### src/rtl/lc3_ctrl_seq_if.sv
// Sequencer-facing bundle: run/instruction inputs, stage strobes, memory-port control and status.
interface lc3_ctrl_seq_if #(
    parameter int CNT_W = 16
);
    logic             run;
    logic [15:0]      instr_in;
    logic             fetch_start;
    logic             decode_start;
    logic             exec_start;
    logic             mem_start;
    logic             wb_start;
    logic             mem_sel;
    logic             mem_we;
    logic             ind_pass;
    logic [3:0]       opcode_out;
    logic             busy;
    logic             halted;
    logic             illegal;
    logic [CNT_W-1:0] retired;

    modport master (
        input  run, instr_in,
        output fetch_start, decode_start, exec_start, mem_start, wb_start,
               mem_sel, mem_we, ind_pass, opcode_out, busy, halted, illegal, retired
    );

    modport slave (
        output run, instr_in,
        input  fetch_start, decode_start, exec_start, mem_start, wb_start,
               mem_sel, mem_we, ind_pass, opcode_out, busy, halted, illegal, retired
    );
endinterface

### src/rtl/lc3_ctrl_seq.sv
// LC3 instruction sequencer: walks each instruction through the stage blocks with one-cycle
// strobes, owns the shared memory port select, and tracks halt/illegal/retire status.
module lc3_ctrl_seq #(
    parameter int MEM_LAT = 2,
    parameter int CNT_W   = 16
) (
    input  logic clk,
    input  logic rst,
    lc3_ctrl_seq_if.master bus
);
    typedef enum logic [3:0] {
        S_IDLE, S_FETCH, S_FWAIT, S_DECODE, S_EXEC,
        S_MEM, S_MWAIT, S_WB, S_NEXT, S_HALT
    } state_t;

    localparam int LAT_W = (MEM_LAT > 1) ? $clog2(MEM_LAT) : 1;
    localparam logic [LAT_W-1:0] LAT_LD = LAT_W'(MEM_LAT - 1);

    state_t           state;
    logic [LAT_W-1:0] lat_cnt;
    logic [15:0]      ir;
    logic             fetch_start, decode_start, exec_start, mem_start, wb_start;
    logic             mem_sel, mem_we, ind_pass, busy, halted, illegal;
    logic [CNT_W-1:0] retired;

    logic [3:0] op;
    logic       is_store, is_sti;
    logic       unused_ir;

    assign op        = ir[15:12];
    assign is_sti    = (op == 4'b1011);
    assign is_store  = (op == 4'b0011) || (op == 4'b0111) || is_sti;
    assign unused_ir = ^ir[11:0];

    always_ff @(posedge clk) begin
        if (rst) begin
            state        <= S_IDLE;
            lat_cnt      <= '0;
            ir           <= '0;
            fetch_start  <= 1'b0;
            decode_start <= 1'b0;
            exec_start   <= 1'b0;
            mem_start    <= 1'b0;
            wb_start     <= 1'b0;
            mem_sel      <= 1'b0;
            mem_we       <= 1'b0;
            ind_pass     <= 1'b0;
            busy         <= 1'b0;
            halted       <= 1'b0;
            illegal      <= 1'b0;
            retired      <= '0;
        end else begin
            // Strobes are registered on entry to their state, so they last exactly one cycle.
            fetch_start  <= 1'b0;
            decode_start <= 1'b0;
            exec_start   <= 1'b0;
            mem_start    <= 1'b0;
            wb_start     <= 1'b0;
            mem_we       <= 1'b0;
            case (state)
                S_IDLE: begin
                    if (bus.run) begin
                        state       <= S_FETCH;
                        fetch_start <= 1'b1;
                        mem_sel     <= 1'b0;
                        busy        <= 1'b1;
                    end
                end
                S_FETCH: begin
                    state   <= S_FWAIT;
                    lat_cnt <= LAT_LD;
                end
                S_FWAIT: begin
                    if (lat_cnt == '0) begin
                        ir           <= bus.instr_in;
                        state        <= S_DECODE;
                        decode_start <= 1'b1;
                    end else begin
                        lat_cnt <= lat_cnt - LAT_W'(1);
                    end
                end
                S_DECODE: begin
                    state      <= S_EXEC;
                    exec_start <= 1'b1;
                end
                S_EXEC: begin
                    case (op)
                        4'b0010, 4'b0110: begin
                            state     <= S_MEM;
                            mem_start <= 1'b1;
                            mem_sel   <= 1'b1;
                        end
                        4'b0011, 4'b0111: begin
                            state     <= S_MEM;
                            mem_start <= 1'b1;
                            mem_sel   <= 1'b1;
                            mem_we    <= 1'b1;
                        end
                        4'b1010, 4'b1011: begin
                            state     <= S_MEM;
                            mem_start <= 1'b1;
                            mem_sel   <= 1'b1;
                            ind_pass  <= 1'b1;
                        end
                        4'b0001, 4'b0101, 4'b1001, 4'b1110, 4'b0100: begin
                            state    <= S_WB;
                            wb_start <= 1'b1;
                        end
                        4'b0000, 4'b1100: state <= S_NEXT;
                        4'b1111: begin
                            // TRAP retires here since it never reaches NEXT.
                            retired <= retired + CNT_W'(1);
                            halted  <= 1'b1;
                            busy    <= 1'b0;
                            state   <= S_HALT;
                        end
                        default: begin
                            illegal <= 1'b1;
                            busy    <= 1'b0;
                            state   <= S_HALT;
                        end
                    endcase
                end
                S_MEM: begin
                    state   <= S_MWAIT;
                    lat_cnt <= LAT_LD;
                end
                S_MWAIT: begin
                    if (lat_cnt == '0) begin
                        if (ind_pass) begin
                            // Pointer read done; second access is the real load/store.
                            ind_pass  <= 1'b0;
                            state     <= S_MEM;
                            mem_start <= 1'b1;
                            mem_we    <= is_sti;
                        end else if (is_store) begin
                            state <= S_NEXT;
                        end else begin
                            state    <= S_WB;
                            wb_start <= 1'b1;
                        end
                    end else begin
                        lat_cnt <= lat_cnt - LAT_W'(1);
                    end
                end
                S_WB: state <= S_NEXT;
                S_NEXT: begin
                    retired <= retired + CNT_W'(1);
                    if (bus.run) begin
                        state       <= S_FETCH;
                        fetch_start <= 1'b1;
                        mem_sel     <= 1'b0;
                    end else begin
                        state <= S_IDLE;
                        busy  <= 1'b0;
                    end
                end
                S_HALT: state <= S_HALT;
                default: begin
                    state <= S_IDLE;
                    busy  <= 1'b0;
                end
            endcase
        end
    end

    assign bus.fetch_start  = fetch_start;
    assign bus.decode_start = decode_start;
    assign bus.exec_start   = exec_start;
    assign bus.mem_start    = mem_start;
    assign bus.wb_start     = wb_start;
    assign bus.mem_sel      = mem_sel;
    assign bus.mem_we       = mem_we;
    assign bus.ind_pass     = ind_pass;
    assign bus.opcode_out   = op;
    assign bus.busy         = busy;
    assign bus.halted       = halted;
    assign bus.illegal      = illegal;
    assign bus.retired      = retired;
endmodule

### src/flat_wrapper.sv
// flat-port wrapper written by rule: the top's interface ports become plain ports
module lc3_ctrl_seq_flat 
#(
    parameter int MEM_LAT = 2,
    parameter int CNT_W   = 16
)
  (clk, rst, bus_run, bus_instr_in, bus_fetch_start, bus_decode_start, bus_exec_start, bus_mem_start, bus_wb_start, bus_mem_sel, bus_mem_we, bus_ind_pass, bus_opcode_out, bus_busy, bus_halted, bus_illegal, bus_retired);
  lc3_ctrl_seq_if #(.CNT_W(CNT_W)) bus_i ();
  input  logic clk;
  input  logic rst;
  input wire logic [$bits(bus_i.run)-1:0] bus_run;
  input wire logic [$bits(bus_i.instr_in)-1:0] bus_instr_in;
  output wire logic [$bits(bus_i.fetch_start)-1:0] bus_fetch_start;
  output wire logic [$bits(bus_i.decode_start)-1:0] bus_decode_start;
  output wire logic [$bits(bus_i.exec_start)-1:0] bus_exec_start;
  output wire logic [$bits(bus_i.mem_start)-1:0] bus_mem_start;
  output wire logic [$bits(bus_i.wb_start)-1:0] bus_wb_start;
  output wire logic [$bits(bus_i.mem_sel)-1:0] bus_mem_sel;
  output wire logic [$bits(bus_i.mem_we)-1:0] bus_mem_we;
  output wire logic [$bits(bus_i.ind_pass)-1:0] bus_ind_pass;
  output wire logic [$bits(bus_i.opcode_out)-1:0] bus_opcode_out;
  output wire logic [$bits(bus_i.busy)-1:0] bus_busy;
  output wire logic [$bits(bus_i.halted)-1:0] bus_halted;
  output wire logic [$bits(bus_i.illegal)-1:0] bus_illegal;
  output wire logic [$bits(bus_i.retired)-1:0] bus_retired;
  assign bus_i.run = bus_run;
  assign bus_i.instr_in = bus_instr_in;
  assign bus_fetch_start = bus_i.fetch_start;
  assign bus_decode_start = bus_i.decode_start;
  assign bus_exec_start = bus_i.exec_start;
  assign bus_mem_start = bus_i.mem_start;
  assign bus_wb_start = bus_i.wb_start;
  assign bus_mem_sel = bus_i.mem_sel;
  assign bus_mem_we = bus_i.mem_we;
  assign bus_ind_pass = bus_i.ind_pass;
  assign bus_opcode_out = bus_i.opcode_out;
  assign bus_busy = bus_i.busy;
  assign bus_halted = bus_i.halted;
  assign bus_illegal = bus_i.illegal;
  assign bus_retired = bus_i.retired;
  lc3_ctrl_seq #(.MEM_LAT(MEM_LAT), .CNT_W(CNT_W)) u_core (.clk(clk), .rst(rst), .bus(bus_i));
endmodule
### config.mk
export PLATFORM = sky130hd
export DESIGN_NAME = lc3_ctrl_seq_flat
export DESIGN_NICKNAME = d
export VERILOG_FILES = /design/src/rtl/lc3_ctrl_seq_if.sv /design/src/rtl/lc3_ctrl_seq.sv /design/src/flat_wrapper.sv
export SDC_FILE = /design/constraint.sdc
export NUM_CORES = 1
export LEC_CHECK = 0
export CORE_ASPECT_RATIO = 0.5
export CORE_MARGIN = 2
export CORE_UTILIZATION = 43
export DETAILED_ROUTE_END_ITERATION = 8
export PLACE_DENSITY = 0.76
export SYNTH_ARGS = -nofsm -noshare
export SYNTH_HDL_FRONTEND = slang
export SYNTH_SLANG_ARGS = --single-unit
### constraint.sdc
create_clock -name clk -period 1.6 [get_ports clk]
set_input_delay 0.32 -clock clk [delete_from_list [all_inputs] [get_ports clk]]
set_output_delay 0.32 -clock clk [all_outputs]
set_load 0.01 [all_outputs]
# After elaboration in Yosys (flattened, before gate mapping)
# Index checks and enable logic that the tools add are counted.
totals:
  register_bits: 48
  out_inout_bits: 31
  elab_cells: 120
classes:
  n_addsub: 2
  n_eq_ne: 31
  n_mux: 38
  bitwise: 5
  reduce_logical: 29
op_table:
  columns: ["cell", "count"]
  rows:
  - ["$pmux W4 S10", 1]
  - ["$eq A4 B3 Y1 const B", 8]
  - ["$eq A4 B4 Y1 const B", 8]
  - ["$pmux W16 S2", 1]
  - ["$mux W1", 22]
  - ["$mux W4", 5]
  - ["$add A16 B1 Y16 const B", 1]
  - ["$eq A4 B2 Y1 const B", 4]
  - ["$mux W16", 1]
  - ["$reduce_or A2 Y1", 8]
  - ["$ne A2 B2 Y1 const B", 7]
  - ["$reduce_or A14 Y1", 1]
  - ["$reduce_or A13 Y1", 1]
  - ["$pmux W1 S2", 6]
  - ["$pmux W4 S3", 1]
  - ["$reduce_and A3 Y1", 3]
  - ["$eq A4 B1 Y1 const B", 2]
  - ["$logic_not A4 Y1", 2]
  - ["$reduce_and A2 Y1", 4]
  - ["$reduce_bool A2 Y1", 4]
  - ["$reduce_or A7 Y1", 1]
  - ["$reduce_or A6 Y1", 1]
  - ["$not A1 Y1", 5]
  - ["$reduce_or A5 Y1", 1]
  - ["5 further kinds", 7]

# Longest topological paths before layout
# Gate-level depths: netlist of the first run.
depth:
  word_depth: 7
  ltp_mapped: 7

# Worst setup path after synthesis of the first run
# No wires, ideal clock.
synth_timing:
  kind: "flip-flop to flip-flop"
  start: "register u_core.ir[12]"
  end: "register u_core.state[2]"
  arrival_ps: 1543
  setup_slack_ps: -63
  path_stages_with_launch: 7
  period_less_slack_ps: 1663
  path_cell_list: "dfxtp_1 > buf_2 > nand2_1 > or3b_2 > inv_1 > o221ai_1 > a211o_1"
synth_between:
  elab_chain_cells: 7
synth_rtl:
  columns: ["item", "line", "rtl"]
  rows:
  - ["start: declaration", "lc3_ctrl_seq.sv:21", "logic [15:0] ir;"]
  - ["start signal: assignment", "lc3_ctrl_seq.sv:75", "ir <= bus.instr_in;"]
  - ["$eq A4 B2 Y1 or $eq A4 B3 Y1 (tied branches)", "lc3_ctrl_seq.sv:32, lc3_ctrl_seq.sv:87", null]
  - ["$logic_or A1 B1 Y1 (2 in series)", "lc3_ctrl_seq.sv:32", "assign is_store = (op == 4'b0011) || (op == 4'b0111) || is_sti;"]
  - ["$mux W4", "lc3_ctrl_seq.sv:136", "end else if (is_store) begin"]
  - ["$mux W4", "lc3_ctrl_seq.sv:130", "if (ind_pass) begin"]
  - ["$mux W4", "lc3_ctrl_seq.sv:129", "if (lat_cnt == '0) begin"]
  - ["$pmux W4 S10 (*)", "lc3_ctrl_seq.sv:60", "case (state)"]
  - ["end signal: assignment", "lc3_ctrl_seq.sv:63", "state <= S_FETCH;"]
  - ["end signal: assignment", "lc3_ctrl_seq.sv:133", "state <= S_MEM;"]
  - ["end signal: assignment", "lc3_ctrl_seq.sv:137", "state <= S_NEXT;"]
  - ["end: declaration", "lc3_ctrl_seq.sv:19", "state_t state;"]
# Mark *: on every way between the ends. The rest lies on a longest branch, timed or not. The select of a mux whose other input is x is not followed.
# A chain may end at the register's enable or synchronous reset.

# Worst setup path in the final report of the first run
layout_timing:
  start: "register u_core.ind_pass, in the netlist u_core.bus.ind_pass"
  end: "output bus_ind_pass"
layout_lines:
  columns: ["item", "line", "rtl"]
  rows:
  - ["start: declaration", "lc3_ctrl_seq.sv:23", "logic mem_sel, mem_we, ind_pass, busy, halted, illegal;"]
  - ["start signal: assignment", "lc3_ctrl_seq.sv:47", "ind_pass <= 1'b0;"]
  - ["start signal: assignment", "lc3_ctrl_seq.sv:103", "ind_pass <= 1'b1;"]
  - ["start signal: assignment", "lc3_ctrl_seq.sv:132", "ind_pass <= 1'b0;"]
  - ["end: declaration", "flat_wrapper.sv:20", "output wire logic [$bits(bus_i.ind_pass)-1:0] bus_ind_pass;"]
# No word-level cell between the ends.

==> results of run 1 <==
-- power breakdown --
| part | leakage (nW) | total (mW) | internal [mW] | switching (mW) |
|---|---|---|---|---|
| registers | 0.298 | 0.984 | 0.937 | 0.0474 |
| clock network | 0.0503 | 0.692 | 0.383 | 0.309 |
| logic | 0.683 | 0.501 | 0.251 | 0.251 |
-- tightest hold or removal path: cells and delay by family (launching register included) --
family             cells  cell delay (ps)
and+or+nand+nor        1               70
AOI/OAI and AO/OA      1               50
DFF                    1              330
-- state kept, by name (all words and copies together), names as in the netlist --
name                     flops
u_core.bus.exec_start        1
u_core.bus.decode_start      1
u_core.bus.retired          16
u_core.state                 4
u_core.lat_cnt               1
u_core.bus.mem_we            1
u_core.bus.halted            1
u_core.bus.mem_sel           1
u_core.bus.illegal           1
u_core.bus.busy              1
u_core.ir                    4
u_core.bus.fetch_start       1
u_core.bus.mem_start         1
u_core.bus.ind_pass          1
u_core.bus.wb_start          1
-- synth_stat cells --
library cell   n
o221a_2        1
buf_1          1
nor4_1         1
nand3_4        1
o22ai_4        1
buf_2          9
xnor2_1        2
and3_2         2
and3_4         1
dfxtp_1       36
nand3b_1       2
nand2_1       13
a21oi_1       12
nand3_1       14
o31ai_1        2
nor4b_1        1
nand4_1        7
ha_1           1
a211oi_1       3
mux2i_1        3
a41oi_1        1
a221o_1        1
buf_4          1
or3_1          4
o211ai_1       1
o2111ai_1      2
or4_1          1
a211o_1        3
xor2_1        10
and4_4         1
a32oi_1        1
nor3_1         3
clkbuf_1       5
nor2_1        33
nor2b_1        3
and3_1         3
inv_1          7
o221ai_1       1
o21ai_0        8
o22ai_1        1
nor2_4         2
or3b_2         2
a31oi_1        6
nand2b_1       3
a311oi_1       1
-- cell families (layout without fill, tap and decap cells) --
kind of cell               after synthesis  after routing  share of synthesized area
AOI/OAI and AO/OA                       45             45                      0.172
xor gates and xnor gates                12             12                     0.0586
DFF                                     36             36                      0.402
buffers and inverters                   23             89                     0.0565
adders and majority gates                1              1                    0.00697
and+or+nand+nor                         97             97                      0.287
muxes                                    3              3                     0.0167
-- timing repair --
item,in CTS,in global routing
endpoints found under the setup margin,4,15
pin swaps,0,1
setup buffers,1,0
gates resized for setup,5,17
-- layer usage --
layer,up-vias,track usage,wire [µm],share of wire
li1,910,-,-,-
met1,857,0.279,2040,0.46
met2,53,0.319,2120,0.48
met3,5,0.0459,261,0.059
met4,0,0.0435,34,0.0076
met5,-,0,0,0
-- cells in the final DEF (no fill, tap or decap), types with 2 or more instances in the layout --
cell type         n
buf_4            36
nor2_1           32
clkdlybuf4s50_1  32
dfxtp_1          23
nand3_1          13
dfxtp_2          12
a21oi_1          11
nand2_1          11
xor2_1           10
inv_1             7
o21ai_0           7
nand4_1           7
clkbuf_8          7
a31oi_1           6
or3_1             4
nand2b_1          3
nor2b_1           3
a211oi_1          3
nor3_1            3
and3_2            3
a211o_1           3
mux2i_1           3
dlymetal6s2s_1    3
nor2_4            2
nand2_2           2
nand3b_1          2
o31ai_1           2
o2111ai_1         2
xnor2_1           2
and3_1            2
dlygate4sd2_1     2
buf_12            2
-- how the worst max path moves through the flow --
stage	endpoint
2_1_floorplan	u_core.state[2]$_SDFFE_PP0P_
3_3_place_gp	u_core.state[2]$_SDFFE_PP0P_
3_5_place_dp	u_core.state[2]$_SDFFE_PP0P_
4_1_cts	bus_retired[10]
5_1_grt	u_core.ir[14]$_SDFFE_PP0P_
6_report	bus_ind_pass
-- per-stage QoR --
stage,setup TNS [ps],utilization
6_report,0,0.662
5_1_grt,-14.6,0.662
4_1_cts,0,0.653
3_5_place_dp,-124,0.626
3_3_place_gp,-20.1,0.626
2_1_floorplan,0,-
-- cell type report --
cell class                 instances  area [µm²]  area share
sequential                        36         739       0.283
multi-input combinational        158         996       0.381
timing repair buffer              75         686       0.263
inverter                           7        26.3      0.0101
clock buffer                       7        96.3      0.0369
tap                               54        67.6      0.0259
==> summary.txt, run 1 <==
GRT
  – Initial antenna violation count: 0
  – Vias in the first global route: 1694
  – Maximum number of pins on one net before global-route repair: 18
  – All-layer global routing usage: 0.201
  – First-pass GRT wire length: 7520 µm
  – Gr ovfl total: 0

Clocking
  – CTS tree: built
  – Clock-pin slew on the worst setup and hold paths: 70 ps
  – Hold_buf cts: 0
  – Sink Count: 36
  – Worst skew pair latency: 280 ps
  – CTS buffer count: 5
  – Root Buffer: clkbuf_8
  – H-tree Lvls: 2
  – Clock buffer depth: 2

STA
  – Tmin final: 1560 ps
  – Relative slew slack: 0.811
  – Finish-stage setup viols: 0
  – Hold_ws: 479 ps
  – Worst Tran Pin Value: 282 ps
  – Clk_skew: 3.99 ps
  – Final WS setup: 40.3 ps
  – FMAX: 641 MHz
  – Fin. Hold Viols: 0
  – Final Cycle Share: 0.975
  – Pins over their slew limit: 0

Placed design
  – Pre-CTS setup slack: -51.2 ps
  – Placed Area: 2470 µm²
  – Final HPWL DP: 3300 µm
  – I/O Buffers: 37
  – Dpl cells: 329
  – Gpl congestion: 0.842

Worst setup path
  – Critical Path Start Type: register
  – CP bufs+invs: 1
  – R2r endpoint: u_core.bus.retired[13]$_SDFFE_PP0P_
  – Worst reg-to-reg path cell count: 5
  – Critical Path, Cell by Cell: clkdlybuf4s50_1
  – Crit. Startpoint: u_core.bus.ind_pass$_SDFFE_PP0P_
  – Crit path arrival time: 1240 ps
  – CP endpoint kind: output port
  – Req. time, crit path: 1280 ps
  – Worst r2r src: u_core.bus.retired[5]$_SDFFE_PP0P_
  – Worst reg-to-reg setup slack: 80 ps
  – Critical-path top delay cell: clkdlybuf4s50_1
  – Crit-path leading delay family: buffers and inverters
  – Slowest stage delay, CP: 560 ps
  – Maximum fanout along the worst path: 5
  – WP depth: 1
  – Worst Path Class, Setup: register to output port

Hold path
  – Hold crit path type: register to register
  – Min-delay src: u_core.bus.illegal$_SDFFE_PP0P_
  – Hold path endpoint: u_core.bus.illegal$_SDFFE_PP0P_
  – Hold Path Stages: 2

Layout
  – Fillers: 326
  – Layout cell share with drive strength beyond 1: 0.269
  – Final Cell Area: 2610 µm²
  – Area growth syn-to-layout: 45.5%
  – Antenna diodes: 0
  – Nets: 303
  – Finished Layout Cells: 337

Detailed routing
  – Detail Route Antenna Nets: 0
  – Vias: 1825
  – WL final: 4450 µm
  – Vias per cell: 5.42
  – DRT Pass-1 Iters: 4
  – WL/cell: 13.2 µm
  – DRC viols: 0
  – DR iter-0 viols: 115

Die
  – Die span in y: 49.7 µm
  – Die ar.: 4740 µm²
  – Initial core utilization: 0.455
  – Rows: 16
  – IO Count: 50
  – Die X: 95.4 µm
  – Core area: 3940 µm²

Pwr
  – Power per cell area: 834 nW/µm²
  – Total power: 2.18 mW
  – Maximum vdd drop: 0.430 mV
  – Pleak: 1.03 nW

Logic synthesis
  – Avg Synthesized Cell Area: 8.27 µm²
  – Largest cells by area after synthesis: dfxtp_1 40%, nor2_1 6.9%, xor2_1 4.9%, nand3_1 3.9%, a21oi_1 3.3%
  – Post-Synthesis Cells: 217
  – Count of different cell masters after synthesis: 45
  – Syn nets: 237
  – #FFs+latches synth: 36
  – Sequential element share of the synthesized area: 0.402
  – Synth top area share: 0.402
  – Mapped Area: 1790 µm²
  – Synth Warn #: 0
  – Area leader, netlist: dfxtp_1

Run
  – Max-cap violations: 0

Status
  – Status: complete, no violations
No activity file was read; power rests on OpenSTA's default activity.
==> run 2, diff against run 1 <==
--- a/config.mk
+++ b/config.mk
@@ -8,6 +8,7 @@
 export CORE_ASPECT_RATIO = 0.5
 export CORE_MARGIN = 2
 export CORE_UTILIZATION = 43
+export CTS_CLUSTER_SIZE = 8
 export DETAILED_ROUTE_END_ITERATION = 8
 export PLACE_DENSITY = 0.76
 export SYNTH_ARGS = -nofsm -noshare
==> results of run 2 <==
Final layout, timing and power as in run 1 (identical DEF).
==> run 3, diff against run 2 <==
--- a/config.mk
+++ b/config.mk
@@ -5,6 +5,7 @@
 export SDC_FILE = /design/constraint.sdc
 export NUM_CORES = 1
 export LEC_CHECK = 0
+export ABC_CLOCK_PERIOD_IN_PS = 1600
 export CORE_ASPECT_RATIO = 0.5
 export CORE_MARGIN = 2
 export CORE_UTILIZATION = 43
==> constraint.sdc (replaced) <==
create_clock -name clk -period 1.6 [get_ports clk]
set_input_delay 0.48 -clock clk [delete_from_list [all_inputs] [get_ports clk]]
set_output_delay 0.48 -clock clk [all_outputs]
set_load 0.01 [all_outputs]
==> run 3 against run 2 <==
  * Wire length increased by 4.9%
  * Critical path depth increased by 4
  * Total power decreased by 0.91%
  * Fmax decreased by 0.86%
  * Clock power increased by 0.6%
  * Via count decreased by 0.60%
  * Critical path type is now register to register
==> summary.txt, run 3 (synthesized netlist as in run 1, its figures left out) <==
Layout
  – Fillers: 345
  – Antenna diodes: 0
  – Largest Register: u_core.bus.retired
  – Finished Layout Cells: 339
  – Layout cell share with drive strength beyond 1: 0.260
  – Top Registers: u_core.bus.retired x16, u_core.ir x4, u_core.state x4
  – Most frequent cells in the layout: 39 x buf_4, 32 x nor2_1, 31 x dlygate4sd2_1
  – Commonest non-fill, non-tap cell in the layout: buf_4
  – Largest register FFs: 16
  – Nets: 305
  – Area growth syn-to-layout: 42.5%

Die
  – Die span in y: 49.7 µm
  – IO Count: 50
  – Core area: 3940 µm²
  – Die X: 95.4 µm
  – Rows: 16
  – Die ar.: 4740 µm²
  – Initial core utilization: 0.455

Worst setup path
  – Crit path arrival time: 1800 ps
  – Worst reg-to-reg setup slack: 30 ps
  – Slowest stage delay, CP: 500 ps
  – R2r endpoint: u_core.bus.retired[13]$_SDFFE_PP0P_
  – Critical-path top delay cell: or4_1
  – Worst r2r src: u_core.bus.retired[5]$_SDFFE_PP0P_
  – Critical Path Start Type: register
  – Req. time, crit path: 1830 ps
  – Maximum fanout along the worst path: 5
  – CP endpoint kind: register
  – Worst reg-to-reg path cell count: 5
  – Worst Path Class, Setup: register to register
  – Critical Path, Cell by Cell: and4_4, and3_4, nand3_4, or4_1, a21oi_2

Detailed routing
  – DR iter-0 viols: 53
  – WL/cell: 13.8 µm
  – DRT Pass-1 Iters: 4
  – WL final: 4670 µm
  – Detail Route Antenna Nets: 0
  – Vias per cell: 5.35
  – Vias: 1814
  – DRC viols: 0

STA
  – Worst Tran Pin Value: 292 ps
  – Hold_ws: 468 ps
  – Fin. Hold Viols: 0
  – Relative slew slack: 0.805
  – Final Cycle Share: 0.983
  – Final WS setup: 26.8 ps
  – FMAX: 636 MHz
  – Unrepaired setup endpoints after global routing: true
  – Finish-stage setup viols: 0
  – Tmin final: 1570 ps
  – Clk_skew: 7.30 ps
  – Pins over their slew limit: 0
  – Setup TNS: 0 ps

Placed design
  – Final HPWL DP: 3350 µm
  – Gpl congestion: 0.909
  – Pre-CTS setup slack: -176 ps
  – I/O Buffers: 37
  – Dpl cells: 330

Hold path
  – Hold Path Stages: 2
  – Hold path endpoint: u_core.bus.illegal$_SDFFE_PP0P_
  – Hold crit path type: register to register
  – Min-delay src: u_core.bus.illegal$_SDFFE_PP0P_

Pwr
  – Maximum vdd drop: 0.373 mV
  – Pleak: 1.10 nW
  – Power per cell area: 844 nW/µm²
  – Total power: 2.16 mW

Clocking
  – Root Buffer: clkbuf_8
  – CTS tree: built
  – Worst skew pair latency: 290 ps
  – H-tree Lvls: 2
  – Clock-pin slew on the worst setup and hold paths: 70 ps
  – CTS buffer count: 5
  – Clock buffer depth: 2
  – Sink Count: 36

Status
  – Status: complete, no violations

GRT
  – Vias in the first global route: 1719
  – First-pass GRT wire length: 7610 µm
  – Initial antenna violation count: 0
  – Gr ovfl total: 0
  – All-layer global routing usage: 0.208
  – Maximum number of pins on one net before global-route repair: 18

Run
  – Max-cap violations: 0
run 3: cell count changes in the layout (fill, tap and decap cells not counted), moves of 2 or more:
cell and change:
dfxtp_1 +2, dlymetal6s2s_1 -3, dfxtp_4 +2, buf_4 +3, buf_12 -2, dlygate4sd2_1 +29
clkdlybuf4s50_1 -26, dfxtp_2 -4
run 3: worst max-delay path, delay by kind of cell, from the launching register on:
| kind | cells | cell delay, ps |
|---|---|---|
| AND/OR/NAND/NOR | 4 | 1050 |
| flip-flops | 1 | 350 |
| AO/OA/AOI/OAI | 1 | 120 |
run 3: layout make-up:
cell class	count	area, µm²	area share
well taps	54	67.6	0.0264
repair buffers	76	624	0.244
clock buffers	7	96.3	0.0377
flip-flops and latches	36	742	0.290
multi-input cells	159	1000	0.391
inverters	7	26.3	0.0103
run 3: worst max-delay path by stage:
stage / from / slack, ps / endpoint / cells past startpoint
after global placement: bus_run / -160 / u_core.state[2]$_SDFFE_PP0P_ / 5
after floorplan: u_core.ir[13]$_SDFFE_PP0P_ / 5 / u_core.state[2]$_SDFFE_PP0P_ / 6
after detailed placement: bus_run / -180 / u_core.state[2]$_SDFFE_PP0P_ / 5
after CTS: u_core.bus.retired[4]$_SDFFE_PP0P_ / 10 / u_core.bus.retired[13]$_SDFFE_PP0P_ / 5
after global routing: u_core.bus.retired[5]$_SDFFE_PP0P_ / -50 / u_core.bus.retired[13]$_SDFFE_PP0P_ / 5
final: u_core.bus.retired[5]$_SDFFE_PP0P_ / 30 / u_core.bus.retired[13]$_SDFFE_PP0P_ / 5
run 3: stage by stage:
step           area (µm²)  utilization
2_1_floorplan        1820            -
3_3_place_gp         2450        0.622
3_5_place_dp         2450        0.622
4_1_cts              2520        0.639
5_1_grt              2560        0.648
6_report             2560        0.648
run 3: timing repair:
item | in CTS | in global routing
resized for setup | 37 | 8
cloned | 0 | 1
pin swaps | 0 | 3
hold buffers | 0 | 0
buffers inserted | 0 | 1
setup endpoints to repair | 38 | 8
run 3: metal layers:
| metal | vias up | GRT usage | share of wire |
|---|---|---|---|
| met4 | 0 | 0.0894 | 0.019 |
| met1 | 843 | 0.265 | 0.46 |
| li1 | 913 | - | - |
| met2 | 48 | 0.340 | 0.48 |
| met3 | 10 | 0.0474 | 0.045 |
| met5 | - | 0 | 0 |
run 3: where the power goes:
group | switching, mW | leakage [nW] | total, mW | internal [mW]
Sequential | 0.0442 | 0.298 | 0.980 | 0.936
Clock | 0.313 | 0.0503 | 0.696 | 0.383
Combinational | 0.263 | 0.756 | 0.481 | 0.218
